==> src/rtl/control_sequencer.sv <==
// -----------------------------------------------------------------------------
// control_sequencer
//
// Steps one instruction at a time through the 10-bit datapath. The block
// latches the instruction word on a start event. It then walks a 2-bit step
// counter (T0 idle, T1..T3 active) and decodes, from the registered step and
// the registered instruction, the bus-drive, register-load and ALU controls
// for each step.
//
// Ports
//   Clock   in   1  system clock, all state on the rising edge
//   Resetb  in   1  asynchronous active-low reset
//   Exec    in   1  execute button level (asynchronous); its synchronized
//                   rising edge starts an instruction
//   Stepb   in   1  active-low step button (asynchronous), used only with
//                   SINGLE_STEP_EN
//   Instr   in  10  instruction word: [9:8] Rx, [7:6] Ry, [3:0] opcode
//   Time    out  2  current step (0 = T0 idle, 1..3 = T1..T3)
//   Done    out  1  high during the final step of an instruction
//   Rin     out  4  one-hot register load enable
//   Rout    out  4  one-hot register bus drive
//   ENW     out  1  external data drives the bus
//   IMMout  out  1  zero-extended immediate drives the bus
//   Ain     out  1  load ALU A latch
//   Gin     out  1  load ALU G latch
//   Gout    out  1  G latch drives the bus
//   ALUcn   out  2  ALU op: 00 add, 01 sub, 10 invert, 11 bit-reverse
//   IR      out 10  latched instruction
//
// Configuration macro: SINGLE_STEP_EN
//   When this macro is defined, each step from T1 to T3 advances only on a
//   synchronized falling edge of Stepb. When it is undefined, Stepb is ignored
//   and a step advances on every clock.
// -----------------------------------------------------------------------------
module control_sequencer (
    input  logic       Clock,
    input  logic       Resetb,
    input  logic       Exec,
    input  logic       Stepb,
    input  logic [9:0] Instr,
    output logic [1:0] Time,
    output logic       Done,
    output logic [3:0] Rin,
    output logic [3:0] Rout,
    output logic       ENW,
    output logic       IMMout,
    output logic       Ain,
    output logic       Gin,
    output logic       Gout,
    output logic [1:0] ALUcn,
    output logic [9:0] IR
);

    typedef enum logic [1:0] {
        T0 = 2'd0,
        T1 = 2'd1,
        T2 = 2'd2,
        T3 = 2'd3
    } step_e;

    // Two-bit register index to one-hot enable.
    function automatic logic [3:0] onehot4(input logic [1:0] idx);
        logic [3:0] vec;
        vec = 4'b0000;
        vec[idx] = 1'b1;
        return vec;
    endfunction

    step_e       step_r;
    step_e       step_next_s;
    logic [9:0]  ir_r;

    logic        exec_meta_r;
    logic        exec_sync_r;
    logic        exec_prev_r;
    logic [1:0]  fill_r;
    logic        armed_r;
    logic        fill_done_s;
    logic        start_s;
    logic        advance_s;

    logic [1:0]  rx_s;
    logic [1:0]  ry_s;
    logic [3:0]  op_s;

    logic        done_s;
    logic [3:0]  rin_s;
    logic [3:0]  rout_s;
    logic        enw_s;
    logic        imm_s;
    logic        ain_s;
    logic        gin_s;
    logic        gout_s;
    logic [1:0]  alucn_s;

    // Exec synchronizer and edge detection.
    // fill_r waits until the synchronizer holds real samples. armed_r is set
    // only after a genuine low level has been seen. Because of this, an Exec
    // level held high across reset release cannot look like a rising edge.
    always_ff @(posedge Clock or negedge Resetb) begin
        if (!Resetb) begin
            exec_meta_r <= 1'b0;
            exec_sync_r <= 1'b0;
            exec_prev_r <= 1'b0;
            fill_r      <= 2'd0;
            armed_r     <= 1'b0;
        end else begin
            exec_meta_r <= Exec;
            exec_sync_r <= exec_meta_r;
            exec_prev_r <= exec_sync_r;
            if (fill_r != 2'd2) begin
                fill_r <= fill_r + 2'd1;
            end else begin
                fill_r <= fill_r;
            end
            armed_r <= armed_r | (fill_done_s & ~exec_sync_r);
        end
    end

    assign fill_done_s = (fill_r == 2'd2);
    assign start_s     = armed_r & exec_sync_r & ~exec_prev_r;

`ifdef SINGLE_STEP_EN
    logic step_meta_r;
    logic step_sync_r;
    logic step_prev_r;

    // Stepb synchronizer. The flops reset low, so the first high sample looks
    // like a rising edge. A rising edge is never taken as a step.
    always_ff @(posedge Clock or negedge Resetb) begin
        if (!Resetb) begin
            step_meta_r <= 1'b0;
            step_sync_r <= 1'b0;
            step_prev_r <= 1'b0;
        end else begin
            step_meta_r <= Stepb;
            step_sync_r <= step_meta_r;
            step_prev_r <= step_sync_r;
        end
    end

    assign advance_s = step_prev_r & ~step_sync_r;
`else
    logic unused_stepb_s;
    assign unused_stepb_s = Stepb;
    assign advance_s      = 1'b1;
`endif

    // Step register and instruction latch.
    always_ff @(posedge Clock or negedge Resetb) begin
        if (!Resetb) begin
            step_r <= T0;
            ir_r   <= 10'd0;
        end else begin
            step_r <= step_next_s;
            if ((step_r == T0) && start_s) begin
                ir_r <= Instr;
            end else begin
                ir_r <= ir_r;
            end
        end
    end

    assign rx_s = ir_r[9:8];
    assign ry_s = ir_r[7:6];
    assign op_s = ir_r[3:0];

    // Per-step control decode and next-step selection.
    always_comb begin
        done_s      = 1'b0;
        rin_s       = 4'b0000;
        rout_s      = 4'b0000;
        enw_s       = 1'b0;
        imm_s       = 1'b0;
        ain_s       = 1'b0;
        gin_s       = 1'b0;
        gout_s      = 1'b0;
        alucn_s     = 2'b00;
        step_next_s = step_r;

        case (step_r)
            T1: begin
                case (op_s)
                    4'b0000: begin
                        enw_s  = 1'b1;
                        rin_s  = onehot4(rx_s);
                        done_s = 1'b1;
                    end
                    4'b0001: begin
                        rout_s = onehot4(ry_s);
                        rin_s  = onehot4(rx_s);
                        done_s = 1'b1;
                    end
                    4'b0010, 4'b0011, 4'b0110, 4'b0111: begin
                        rout_s = onehot4(rx_s);
                        ain_s  = 1'b1;
                    end
                    4'b0100, 4'b0101: begin
                        rout_s  = onehot4(ry_s);
                        gin_s   = 1'b1;
                        alucn_s = {1'b1, op_s[0]};
                    end
                    default: begin
                        // Illegal opcodes finish at once and enable nothing.
                        done_s = 1'b1;
                    end
                endcase
            end
            T2: begin
                case (op_s)
                    4'b0010, 4'b0011: begin
                        rout_s  = onehot4(ry_s);
                        gin_s   = 1'b1;
                        alucn_s = {1'b0, op_s[0]};
                    end
                    4'b0110, 4'b0111: begin
                        imm_s   = 1'b1;
                        gin_s   = 1'b1;
                        alucn_s = {1'b0, op_s[0]};
                    end
                    4'b0100, 4'b0101: begin
                        gout_s = 1'b1;
                        rin_s  = onehot4(rx_s);
                        done_s = 1'b1;
                    end
                    default: begin
                        done_s = 1'b0;
                    end
                endcase
            end
            T3: begin
                case (op_s)
                    4'b0010, 4'b0011, 4'b0110, 4'b0111: begin
                        gout_s = 1'b1;
                        rin_s  = onehot4(rx_s);
                        done_s = 1'b1;
                    end
                    default: begin
                        done_s = 1'b0;
                    end
                endcase
            end
            default: begin
                done_s = 1'b0;
            end
        endcase

        if (step_r == T0) begin
            if (start_s) begin
                step_next_s = T1;
            end else begin
                step_next_s = T0;
            end
        end else if (advance_s) begin
            if (done_s) begin
                step_next_s = T0;
            end else begin
                step_next_s = step_e'(step_r + 2'd1);
            end
        end else begin
            step_next_s = step_r;
        end
    end

    assign Time   = step_r;
    assign IR     = ir_r;
    assign Done   = done_s;
    assign Rin    = rin_s;
    assign Rout   = rout_s;
    assign ENW    = enw_s;
    assign IMMout = imm_s;
    assign Ain    = ain_s;
    assign Gin    = gin_s;
    assign Gout   = gout_s;
    assign ALUcn  = alucn_s;

endmodule
==> config.mk <==
export PLATFORM = sky130hd
export DESIGN_NAME = control_sequencer
export DESIGN_NICKNAME = d
export VERILOG_FILES = /design/src/rtl/control_sequencer.sv
export SDC_FILE = /design/constraint.sdc
export NUM_CORES = 1
export LEC_CHECK = 0
export ABC_AREA = 1
export CAP_MARGIN = 20
export CORE_ASPECT_RATIO = 0.9
export CORE_MARGIN = 1
export CORE_UTILIZATION = 41
export DETAILED_ROUTE_END_ITERATION = 7
export GPL_TIMING_DRIVEN = 1
export PLACE_DENSITY = 0.78
export REMOVE_ABC_BUFFERS = 1
export SKIP_LAST_GASP = 1
export SYNTH_ARGS = -nofsm -noshare
export SYNTH_HDL_FRONTEND = slang
export SYNTH_SLANG_ARGS = --single-unit
==> constraint.sdc <==
create_clock -name Clock -period 2.2 [get_ports Clock]
set_clock_uncertainty 0.2 [all_clocks]
set_input_delay 0.44 -clock Clock [delete_from_list [all_inputs] [get_ports Clock]]
set_output_delay 0.44 -clock Clock [all_outputs]
set_load 0.01 [all_outputs]
### Word level (Yosys, flattened, before mapping)

Index checks and enable logic that the tools add are counted.

* add/sub/neg operators: 2
* multipliers: 0
* divide/modulo/power cells: 0
* order comparisons: 4
* equality and inequality tests: 12
* shift-type cells: 0
* muxes and demuxes: 28
* bitwise operators: 6
* reductions and logical operators: 12

Operators by type and width (number)
* 4-bit by 3-bit equality test with 1-bit output (second input constant): 4
* 4-bit 2-to-1 mux: 4
* 4-bit case mux with 2 select lines: 2
* 1-bit 2-to-1 mux: 12
* 4-bit case mux with 3 select lines: 1
* 4-bit by 2-bit equality test with 1-bit output (second input constant): 2
* 2-bit OR reduction: 4
* 2-bit equality test (second input constant): 3
* 2-bit by 3-bit < comparator with 1-bit output (second input constant): 2
* 2-bit 2-to-1 mux: 3
* 6-bit OR reduction: 1
* 2-bit by 1-bit adder with 2-bit output (second input constant): 2
* 1-bit demux with 2-bit select: 2
* 4-bit by 1-bit equality test with 1-bit output (second input constant): 1
* 2-bit by 1-bit >= comparator with 1-bit output (second input constant): 2
* 4-bit zero test: 1
* 1-bit case mux with 2 select lines: 2
* 2-bit case mux with 2 select lines: 1
* 4-bit OR reduction: 1
* 1-bit AND: 3
* 1-bit logical AND: 3
* 1-bit case mux with 3 select lines: 1
* 3-bit OR reduction: 1
* 2-bit by 1-bit equality test with 1-bit output (second input constant): 1
* 4 further kinds: 5

* bits in registers: 18
* latch bits: 0
* bits in writable memories: 0
* bits in read-only memories: 0
* bits of input ports: 14
* word-level logic and storage cells: 71
* memories: 0

### Logic depth before layout (Yosys ltp)

Gate-level depths: netlist of run 1.

* depth in word-level cells: 6
* depth in mapped cells: 7
* depth with buffers taken out: 7

### Worst setup path before layout of run 1

Ideal clock, no wire load.

* kind: register -> output
* start point: register step_r[1], in the netlist Time[1]
* end point: output port Rout[2]
* arrival: 1.318 ns
* data required time: 1.560 ns
* setup slack: 0.242 ns
* stages on the path, launching flop included: 7
* path through: dfrtp_1 inv_1 ha_1 and3_1 buf_4 nand3_1 a21oi_1

* cells in the longest elaborated chain, start to end: 2

Ends and longest elaborated chain
* start, declared: line 69 `step_e step_r;`
* start signal, assigned: line 155 `step_r <= step_next_s;`
* 2-bit equality test / 2-bit by 1-bit equality test with 1-bit output (equally long branches): line 181 `case (step_r)`
* 4-bit case mux with 2 select lines *: line 181
* end, declared: line 44 `output logic [3:0] Rout,`

Every way passes the cells marked *; elsewhere a longest branch is shown, timed or not.

### Worst setup path after layout of run 1

* start point: register step_r[0], in the netlist Time[0]
* end point: output port Rout[3]

The elaborated chain is that of the path after synthesis.

==> results of run 1 <==
## through the flow
step / utilization [%] / area, µm² / total power (W) / std cells / setup TNS [ns]
floorplan: - / 976 / 0.000973 / 122 / 0
global placement: 67.2 / 1490 / 0.00143 / 200 / -1.20
detailed placement: 67.2 / 1490 / 0.00146 / 200 / -1.73
CTS: 70.8 / 1570 / 0.00170 / 205 / -0.884
global route: 73.4 / 1630 / 0.00197 / 206 / -0.636
finish: 73.4 / 1630 / 0.00185 / 206 / -0.0113
## final cells by class
type	instances	area, µm²
Clock buffer	3	22.5
Fill cell	181	591
Inverter	21	83.8
Multi-Input combinational cell	83	591
Sequential cell	18	453
Tap cell	27	33.8
Timing Repair Buffer	54	448
## Yosys cell counts
cell | n | area, µm²
xnor2_1 | 1 | 8.76
nand4_2 | 1 | 12.5
ha_1 | 6 | 75.1
nand2_1 | 16 | 60.1
nand3_2 | 2 | 20.0
nor2_2 | 1 | 6.26
inv_1 | 16 | 60.1
nor2_1 | 20 | 75.1
nand2_2 | 3 | 18.8
nor3b_1 | 1 | 7.51
nand3_1 | 12 | 60.1
or2_2 | 1 | 6.26
dfrtp_1 | 18 | 450
a21oi_1 | 12 | 60.1
and3_1 | 1 | 6.26
o21ai_0 | 1 | 5.00
o21ai_1 | 5 | 25.0
buf_4 | 1 | 7.51
inv_2 | 5 | 18.8
buf_2 | 2 | 10.0
## flip-flops by register name (all words and copies together) (netlist names)
name,cells
fill_r,2
Time,2
exec_sync_r,1
IR,10
armed_r,1
exec_prev_r,1
exec_meta_r,1
## timing repair
action                                  4_1_cts  5_1_grt
hold buffers                                  0        0
resized for setup                            58       33
pin swaps                                     7        8
buffers inserted                              3        1
endpoints found under the setup margin       16       15
## kinds of logic after synthesis
family / after synthesis
AND/OR/NAND/NOR: 58
buffers and inverters: 24
AO/OA/AOI/OAI: 18
flip-flops: 18
adder cells (fa/ha/maj): 6
XOR/XNOR: 1
## per-layer routing
layer	share of wire, %	up-vias	GRT usage [%]
met4	1.2	0	8.77
met5	0	-	0
met3	3.9	4	3.14
li1	-	502	-
met2	52	28	38.7
met1	43	488	26.0
## where the power goes
part           switching (W)  leakage (nW)  internal (W)
Sequential          0.000152         0.203      0.000439
Clock              0.0000909        0.0138     0.0000634
Combinational       0.000570         0.601      0.000533
Total               0.000813         0.817       0.00103
## worst paths after layout
check                              end  slack (ns)  depth (start not counted)
setup / recovery               Rout[3]       -0.01                          7
hold / removal             exec_sync_r        0.17                          0
setup reg to reg                 IR[7]        0.40                          7
hold reg to reg            exec_sync_r        0.17                          0
max in group asynchronous      Time[0]        1.31                          2
min in group asynchronous        IR[8]        0.27                          2
==> impl_metrics.tcl, run 1 <==
set metrics [dict create \
    status "finished, violations left" \
    violations "negative setup slack" \
    min_path_type "flip-flop to flip-flop" \
    hold_slack_ns 0.171 \
    drive_above_1_share_pct 38.0 \
    antenna_found_initial 0 \
    die_x_um 53.9 \
    post-route-worst-setup-slack_ns -0.0113 \
    grt_pass1_vias 1019 \
    wl_per_cell_um 13.6 \
    netlist_area_um2 993 \
    pin_count 42 \
    setup_violations 1 \
    syn_to_final_growth_pct 64.2 \
    fmax_mhz 452 \
    yosys.area_share.xor_xnor_pct 0.882 \
    fp-row-count 16 \
    synth.distinct_cells 20 \
    critical_path.slowest_cell "dfrtp_2" \
    nets 201 \
    yosys_warnings 0 \
    cts_tree "yes" \
    arrival_ns 1.57 \
    end_kind "primary output" \
    die_area_um2 2620 \
    clock_sinks 18 \
    synth_compound_area_share_pct 9.07 \
    drt_iter0_drc 14 \
    cp.required_ns 1.56 \
    port-buffer-count 40 \
    place_ws_ns -0.182 \
    relSlewSlack_pct 74.8 \
    first_pass_iters 5 \
    drv_cap 0 \
    coreArea_um2 2220 \
    critical_path.max_fanout 4 \
    mostFrequentLayoutCells "24 x clkdlybuf4s50_1, 17 x nor2_1, 16 x dfrtp_1, 15 x nand2_1" \
    drv_slew 0 \
    ys_seq_elements 18 \
    path_cells "inv_4, ha_4, nand3_2, nand2_4, nand3_1, a21oi_2, clkbuf_2" \
    grt_pass1_wl_um 4260 \
    irDropWorstVdd_uv 776 \
    hold_path_startpoint "exec_meta_r" \
    hold_viol 0 \
    routed_wl_um 2790 \
    initial_utilization_pct 44.7 \
    synthAdderAreaFrac_pct 7.56 \
    power_leakage_nw 0.817 \
    rsz0062_at_grt "true" \
    yosys-mux-area-fraction_pct 0 \
    ys_seq_area_share_pct 45.3 \
    grt_usage_pct 22.1 \
    cts_made_buffers 3 \
    clk_pin_slew_ns 0.09 \
    power_density_nw_per_um2 1130 \
    n_antenna_cell 0 \
    critPathLaunch "Time[0]" \
    route.detailed.drc 0 \
    timing.rr.start "Time[0]" \
    synth-simple-area-share_pct 27.5 \
    num_vias 1022 \
    h-tree-depth 1 \
    synth_cells 125 \
    crit_buf_inv 2 \
    synth_top_family_by_area "simple AND/OR/NAND/NOR gates" \
    criticalPathCategory "flip-flop to primary output" \
    tightest_slew_ns 0.377 \
    clockRootBuffer "clkbuf_4" \
    drt.antenna.violating_nets 0 \
    dieHeight_um 48.7 \
    slowest_delay_ns 0.47 \
    final_common_cell "clkdlybuf4s50_1" \
    cp_top_family "flip-flops" \
    grt_max_degree 19 \
    clkLatencyLatePin_ns 0.28 \
    cts_buffer_depth 2 \
    min_period_ns 2.21 \
    avgViaCountPerCell 4.96 \
    avgSynthCellArea_um2 7.95 \
    dp_hpwl_um 1960 \
    grt-ovfl-total 0 \
    finalCritPeriodShare_pct 101 \
    gp_congestion 0.859 \
    cp-start-kind "flip-flop" \
]
Note: power is estimated with default switching activity, not from simulation.
==> run 2: changes to the inputs <==
Settings changed: MAX_ROUTING_LAYER from default to met4, SLEW_MARGIN from default to 15.
==> impl_metrics.tcl, run 2 (synthesized netlist as in run 1, its figures left out) <==
set metrics [dict create \
    clock_sinks 18 \
    gr-usage-met1_pct 26.0 \
    dp_cells 200 \
    drt_iter0_drc 14 \
    use_met2_pct 38.7 \
    status "finished, violations left" \
    relSlewSlack_pct 74.8 \
    cp-start-kind "flip-flop" \
    h-tree-depth 1 \
    p_int_w 0.00103 \
    fp-row-count 16 \
    cts_tree "yes" \
    wl_per_cell_um 13.6 \
    die_area_um2 2620 \
    gp_congestion 0.873 \
    p_comb_share_pct 59.7 \
    tightest_slew_ns 0.377 \
    power_switching_w 0.000813 \
    final_cells 206 \
    grt_pass1_vias 1019 \
    clk_pin_slew_ns 0.09 \
    clockRootBuffer "clkbuf_4" \
    drive_above_1_share_pct 38.0 \
    dpl-instance-area_um2 1490 \
    fin_util_pct 73.4 \
    end_kind "primary output" \
    arrival_ns 1.57 \
    cts_made_buffers 3 \
    largest_reg_flops 10 \
    fmax_mhz 452 \
    swShare_pct 44.0 \
    grt-ovfl-total 0 \
    power_frac_clock_pct 8.4 \
    min_path_type "flip-flop to flip-flop" \
    drt.antenna.violating_nets 0 \
    coreArea_um2 2220 \
    critical_path.max_fanout 4 \
    grt_pass1_wl_um 4250 \
    initial_utilization_pct 44.7 \
    power_leakage_nw 0.817 \
    dp_hpwl_um 1960 \
    hold_viol 0 \
    num_vias 1022 \
    port-buffer-count 40 \
    route.detailed.drc 0 \
    mostFrequentLayoutCells "24 x clkdlybuf4s50_1, 17 x nor2_1, 16 x dfrtp_1, 15 x nand2_1" \
    cp.required_ns 1.56 \
    drv_cap 0 \
    first_pass_iters 5 \
    drv_slew 0 \
    antenna_found_initial 0 \
    criticalPathCategory "flip-flop to primary output" \
    setup_violations 1 \
    rsz0062_at_grt "true" \
    nets 201 \
    grt_max_degree 19 \
    post-route-worst-setup-slack_ns -0.0115 \
    power_density_nw_per_um2 1130 \
    die_x_um 53.9 \
    n_fill_cell 181 \
    p_seq_share_pct 31.9 \
    syn_to_final_growth_pct 64.2 \
    met3_usage_pct 3.14 \
    dieHeight_um 48.7 \
    clkLatencyLatePin_ns 0.28 \
    n_antenna_cell 0 \
    grt_usage_pct 22.7 \
    cts_buffer_depth 2 \
    irDropWorstVdd_uv 776 \
    routed_wl_um 2790 \
    finish.instance_area_um2 1630 \
    final_common_cell "clkdlybuf4s50_1" \
    avgViaCountPerCell 4.96 \
    violations "negative setup slack" \
    min_period_ns 2.21 \
    cts_hold_buf 0 \
    busiest_layer "met2" \
    pin_count 42 \
    finalCritPeriodShare_pct 101 \
]
[run 2: cell counts in the layout (fill, tap and decap cells not counted)]
No cell type changed its count.
[run 2: worst max-delay path, cell delays in order (launching register included)]
cell and delay (ns):
dfrtp_2 0.47, inv_4 0.09, ha_4 0.16, nand3_2 0.10, nand2_4 0.12, nand3_1 0.09, a21oi_2 0.12, clkbuf_2 0.15
[run 2: per-stage QoR]
step | power [W] | TNS (ns) | setup WS (ns) | hold WS [ns]
floorplan | 0.000973 | 0 | 0.221 | -0.0556
global placement | 0.00143 | -1.20 | -0.139 | 0.135
detailed placement | 0.00146 | -1.73 | -0.182 | 0.155
CTS | 0.00170 | -0.884 | -0.153 | 0.177
global route | 0.00197 | -0.636 | -0.0812 | 0.178
finish | 0.00185 | -0.0115 | -0.0115 | 0.171
[run 2: metal layers]
layer / part of all wire (%) / up-vias
li1: - / 502
met1: 43 / 490
met5: 0 / -
met4: 0.54 / 0
met2: 52 / 28
met3: 3.5 / 2
[run 2: path summary, 6_finish.rpt]
kind / startpoint / end / slack, ns / cells past startpoint
worst max-delay path: Time[0] / Rout[3] / -0.01 / 7
worst min-delay path: exec_meta_r / exec_sync_r / 0.17 / 0
worst max register to register: Time[0] / IR[7] / 0.40 / 7
worst min register to register: exec_meta_r / exec_sync_r / 0.17 / 0
max in group asynchronous: Resetb / Time[0] / 1.31 / 2
min in group asynchronous: Resetb / IR[8] / 0.27 / 2
[run 2: cell type report]
type,instances,area [µm²],share of cell area [%]
sequential,18,453,27.8
tap,27,33.8,2.07
clock buffer,3,22.5,1.38
inverter,21,83.8,5.14
timing repair buffer,54,448,27.5
multi-input combinational,83,591,36.2
[run 2: repair_timing]
item	in CTS	in global routing
endpoints found under the setup margin	16	15
setup buffers	3	1
gates resized for setup	58	33
pin swaps	7	8
[run 2: power groups by stage]
stage                     clock network, W  logic (W)  registers (W)
after floorplan                          0   0.000376       0.000597
after global placement                   0   0.000875       0.000555
after detailed placement                 0   0.000898       0.000565
after CTS                         0.000160   0.000980       0.000560
after global routing              0.000172    0.00120       0.000602
final                             0.000154    0.00110       0.000590
